## config.mk

```make
export PLATFORM = sky130hd
export DESIGN_NAME = pico_reset_seq
export DESIGN_NICKNAME = d
export VERILOG_FILES = /design/src/rtl/pico_reset_seq.sv
export SDC_FILE = /design/constraint.sdc
export NUM_CORES = 1
export LEC_CHECK = 0
export CORE_UTILIZATION = 50
export DETAILED_ROUTE_END_ITERATION = 10
export PLACE_DENSITY = 0.71
export SLEW_MARGIN = 10
export SYNTH_ARGS = -nofsm -noshare
export SYNTH_HDL_FRONTEND = slang
export SYNTH_SLANG_ARGS = --single-unit
```

## constraint.sdc

```tcl
create_clock -name gclk -period 2.1 [get_ports gclk]
set_input_delay 0.42 -clock gclk [delete_from_list [all_inputs] [get_ports gclk]]
set_output_delay 0.42 -clock gclk [all_outputs]
set_load 0.005 [all_outputs]
```

## src/rtl/pico_reset_seq.sv

```systemverilog
// pico_reset_seq: tile reset sequencer with synchronised release, minimum hold and staggered per-domain release
module pico_reset_seq #(
  parameter int SYNC_STAGES = 4,
  parameter int NUM_OUT     = 3,
  parameter int MIN_ASSERT  = 16,
  parameter int STAGGER     = 8
) (
  input  logic               gclk,
  input  logic               rst_n,
  input  logic               sw_rst_req,
  output logic [NUM_OUT-1:0] grst_l_o,
  output logic               rst_done,
  output logic               seq_busy
);
  localparam int CNT_W = $clog2((MIN_ASSERT > STAGGER ? MIN_ASSERT : STAGGER) + 1);
  localparam int IDX_W = NUM_OUT > 1 ? $clog2(NUM_OUT) : 1;
  typedef enum logic [1:0] {SYNC, HOLD, REL, DONE} state_t;
  state_t state_q, state_d;
  logic [SYNC_STAGES-1:0] sync_q;
  logic [CNT_W-1:0] cnt_q, cnt_d, cnt_inc;
  logic [IDX_W-1:0] idx_q, idx_d;
  logic [NUM_OUT-1:0] grst_d;
  logic done_d, busy_d, sync_go, hold_last, rel_last, idx_last;
  // Look ahead one stage so domain 0 can release on the same edge the last stage sets
  assign sync_go   = |sync_q[SYNC_STAGES-1 -: 2];
  assign cnt_inc   = &cnt_q ? cnt_q : cnt_q + CNT_W'(1);
  assign hold_last = int'(cnt_q) + 1 >= MIN_ASSERT;
  assign rel_last  = int'(cnt_q) >= STAGGER - 1;
  assign idx_last  = int'(idx_q) >= NUM_OUT - 1;
  always_ff @(posedge gclk or negedge rst_n) begin
    if (!rst_n) begin
      state_q  <= SYNC;
      sync_q   <= '0;
      cnt_q    <= '0;
      idx_q    <= '0;
      grst_l_o <= '0;
      rst_done <= 1'b0;
      seq_busy <= 1'b1;
    end else begin
      state_q  <= state_d;
      sync_q   <= {sync_q[SYNC_STAGES-2:0], 1'b1};
      cnt_q    <= cnt_d;
      idx_q    <= idx_d;
      grst_l_o <= grst_d;
      rst_done <= done_d;
      seq_busy <= busy_d;
    end
  end
  always_comb begin
    state_d = state_q;
    cnt_d   = cnt_inc;
    idx_d   = idx_q;
    case (state_q)
      SYNC: begin
        cnt_d = '0;
        idx_d = '0;
        if (sync_go) state_d = MIN_ASSERT == 0 ? REL : HOLD;
      end
      HOLD: if (hold_last) begin
        state_d = REL;
        cnt_d   = '0;
        idx_d   = '0;
      end
      REL: if (idx_last) state_d = DONE;
        else if (rel_last) begin
          idx_d = idx_q + IDX_W'(1);
          cnt_d = '0;
        end
      default: begin
        cnt_d = '0;
        if (sw_rst_req) state_d = HOLD;
      end
    endcase
  end
  // Outputs are registered from the next state so every release bit is a flop
  always_comb begin
    grst_d = '0;
    for (int i = 0; i < NUM_OUT; i++)
      grst_d[i] = state_d == DONE || (state_d == REL && i <= int'(idx_d));
    done_d = state_d == DONE;
    busy_d = state_d != DONE;
  end
endmodule

```

==> reports/metrics.csv <==
stage;metric;value;unit
synthesis;synth unique cells;28;
timing;relative slew slack;0.6459;
pwr;total power;1.211;mW
synthesis;Yosys top cell area share;0.4729;
critical_path;CP required;2290;ps
critical_path;most used cell, CP;ha_1;
synthesis;synthesized area;899.6;um^2
layout;post-layout net count;112;
clocking;Clk pin slew, worst setup/hold paths;110;ps
placement;GP Congestion;0.8866;
grt;global-route wire length before repair;2856;um
placement;dpl hpwl;1231;um
drt;drt wl/cell;13.74;um
die;die area;0.001973;mm^2
layout;antenna diode count;0;
drt;DR vias;648;
drt;Via density;5.268;
critical_path;critical path class;reg -> reg;
die;CORE AREA;0.001594;mm^2
grt;global-route usage over all layers;0.2010;
grt;total congestion overflow;0;
critical_path;Crit path largest cell delay;400;ps
layout;layout cells sized above 1;0.2020;
timing;Worst Tran Pin Value;525.7;ps
clocking;CTS tree;done;
synthesis;average cell area after synthesis;10.97;um^2
critical_path;Buf/Inv on CP;1;
outcome;status;completed;
clocking;cts-stage hold buffer count;0;
drt;Antenna Nets Post-Route;0;
timing;Sum Neg Setup Slack;0;ps
synthesis;top post-synthesis cells by area;dfrtp_1 47%, ha_1 13%, dfstp_2 2.9%;
hold_path;Hold Path Class;reg -> reg;
pwr;Peak VDD IR;784.2;uV
synthesis;Synth area leader;dfrtp_1;
placement;Placed Instances;117;
run;maxcap violations;0;
timing;Clock Skew;11.86;ps
synthesis;Syn Inst Count;82;
clocking;CTS Buf Count;3;
grt;vias in the first global route;609;
timing;worst setup margin;135.1;ps
layout;Final Non-Filler Cells;123;
pwr;P_leak;0.5161;nW
critical_path;CP Launch Type;flip-flop;
drt;1st-iter DRT viols;13;
clocking;clock sink count;18;
die;Ports;8;
timing;RSZ-0062 raised after global routing;false;
critical_path;crit path max fanout;5;
timing;max-slew violation count;0;
critical_path;delay-heaviest family, CP;compound AO/OA/AOI/OAI gates;
synthesis;Ys Warns;0;
clocking;clock root buffer;clkbuf_4;
drt;Pre-antenna DRT Iters;4;
critical_path;R2R Setup Slk;140;ps
die;Site Rows;14;
critical_path;CP endpoint kind;flip-flop;
timing;period utilization;0.9357;
critical_path;Slowest cell on crit path;dfrtp_1;
timing;hold_ws;355.2;ps
die;die height;44.42;um
timing;# setup viols final;0;
critical_path;CP arrival;2150;ps
placement;port bufs;7;
drt;drt drc;0;
timing;Final Critical Period;1965;ps
die;Initial Utilization;0.5644;
placement;Place WS;76.94;ps
synthesis;#FFs+latches synth;18;
layout;Area Growth Syn to Fin;21.84;%
timing;Fmax;508.9;MHz
clocking;H-tree levels;1;
pwr;P per Cell Area;1105;mW/mm^2
grt;pin count of the biggest net entering global routing;11;
synthesis;syn_nets;94;
clocking;maximum clock path buffer count;2;
drt;final WL;1690;um
synthesis;register area share after synthesis;0.5021;
critical_path;crit-path cells;ha_1 > nand3_1 > ha_1 > inv_1 > o211a_1 > a211oi_2 > a21oi_2 > o31a_1;
timing;Final Hold Vio Count;0;
die;Die Wd;44.42;um
grt;initial antenna violation count;0;
clocking;Skew-Pair Late Insertion Delay;290;ps
[stage by stage]
step	util	instance area, um^2
3_5_place_dp	0.6460	1030
4_1_cts	0.6688	1066
3_3_place_gp	0.6460	1030
2_1_floorplan	-	899.6
6_report	0.6876	1096
5_1_grt	0.6876	1096
[sequential cells by signal, indices dropped and copies added, names as in the netlist]
register,flops
cnt_q,5
sync_q,4
grst_l_o,3
idx_q,2
state_q,2
rst_done,1
seq_busy,1
[layout make-up]
type,count,area [um^2]
flip-flops and latches,18,451.7
inverters,7,26.28
multi-input cells,57,436.7
fillers,116,498.0
well taps,24,30.03
clock buffers,4,36.28
repair buffers,13,115.1
[where the power goes]
part           total [mW]  switching [mW]  internal [mW]
clock               0.207           0.102          0.105
sequential          0.476          0.0524          0.423
combinational       0.528           0.279          0.249
[final timing paths]
| kind | from | to | depth (start not counted) |
|---|---|---|---|
| max in group asynchronous | rst_n | state_q[1] | 2 |
| min in group asynchronous | rst_n | cnt_q[4] | 1 |
| worst max register to register | cnt_q[1] | grst_l_o[1] | 8 |
| worst max-delay path | cnt_q[1] | grst_l_o[1] | 8 |
| worst min-delay path | sync_q[0] | sync_q[1] | 0 |
| worst min register to register | sync_q[0] | sync_q[1] | 0 |
[synth_stat cells, drive strengths merged]
cell	n
o31ai	3
a211oi	2
nand4	1
o21a	1
o211a	1
nand2	4
nor2b	3
and4b	1
a21oi	3
nor2	7
dfrtp	17
xor2	2
nand3	3
a221oi	1
o211ai	1
o21ai	6
o31a	2
a211o	1
xnor2	1
inv	7
and2	2
mux2i	1
ha	9
dfstp	1
or4b	1
conb	1
[worst register-to-register path, delay by kind of cell (launching register included)]
kind            cells  cell delay, ps
simple gates        1             110
buf+inv             1              50
compound gates      4             820
flops               1             400
fa+ha+maj           2             490
[cell usage in the layout (no fill, tap or decap), types with 2 or more instances in the layout]
| master | instances |
|---|---|
| clkbuf_4 | 3 |
| clkdlybuf4s50_1 | 7 |
| dfrtp_1 | 17 |
| ha_1 | 9 |
| xor2_1 | 2 |
| a21oi_1 | 2 |
| o31ai_1 | 2 |
| o21ai_0 | 5 |
| o31a_1 | 2 |
| and2_2 | 2 |
| nor2_1 | 7 |
| nand2_1 | 4 |
| buf_4 | 6 |
| nor2b_1 | 3 |
| inv_1 | 7 |
| nand3_1 | 3 |
[metal layers]
metal	GRT usage	wire length (um)	up-vias
met3	0.03673	59	2
li1	-	-	323
met4	0.07273	10	0
met1	0.3128	887	305
met2	0.2794	732	18
met5	0	0	-
[timing repair]
item                       in CTS  in global routing
resized for setup               0                  3
setup endpoints to repair       0                  4
setup buffers                   0                  2
[kinds of logic (layout without fill, tap and decap cells)]
kind of cell,after synthesis,count (layout),synth area share
buffers and inverters,7,24,0.02921
muxes,1,1,0.01113
DFF,18,18,0.5021
adders and majority gates,9,9,0.1252
xor gates and xnor gates,3,3,0.02921
and+or+nand+nor,22,22,0.1307
other,1,1,0.004168
AOI/OAI and AO/OA,21,21,0.1683
Power figures use the tool's default switching activity.
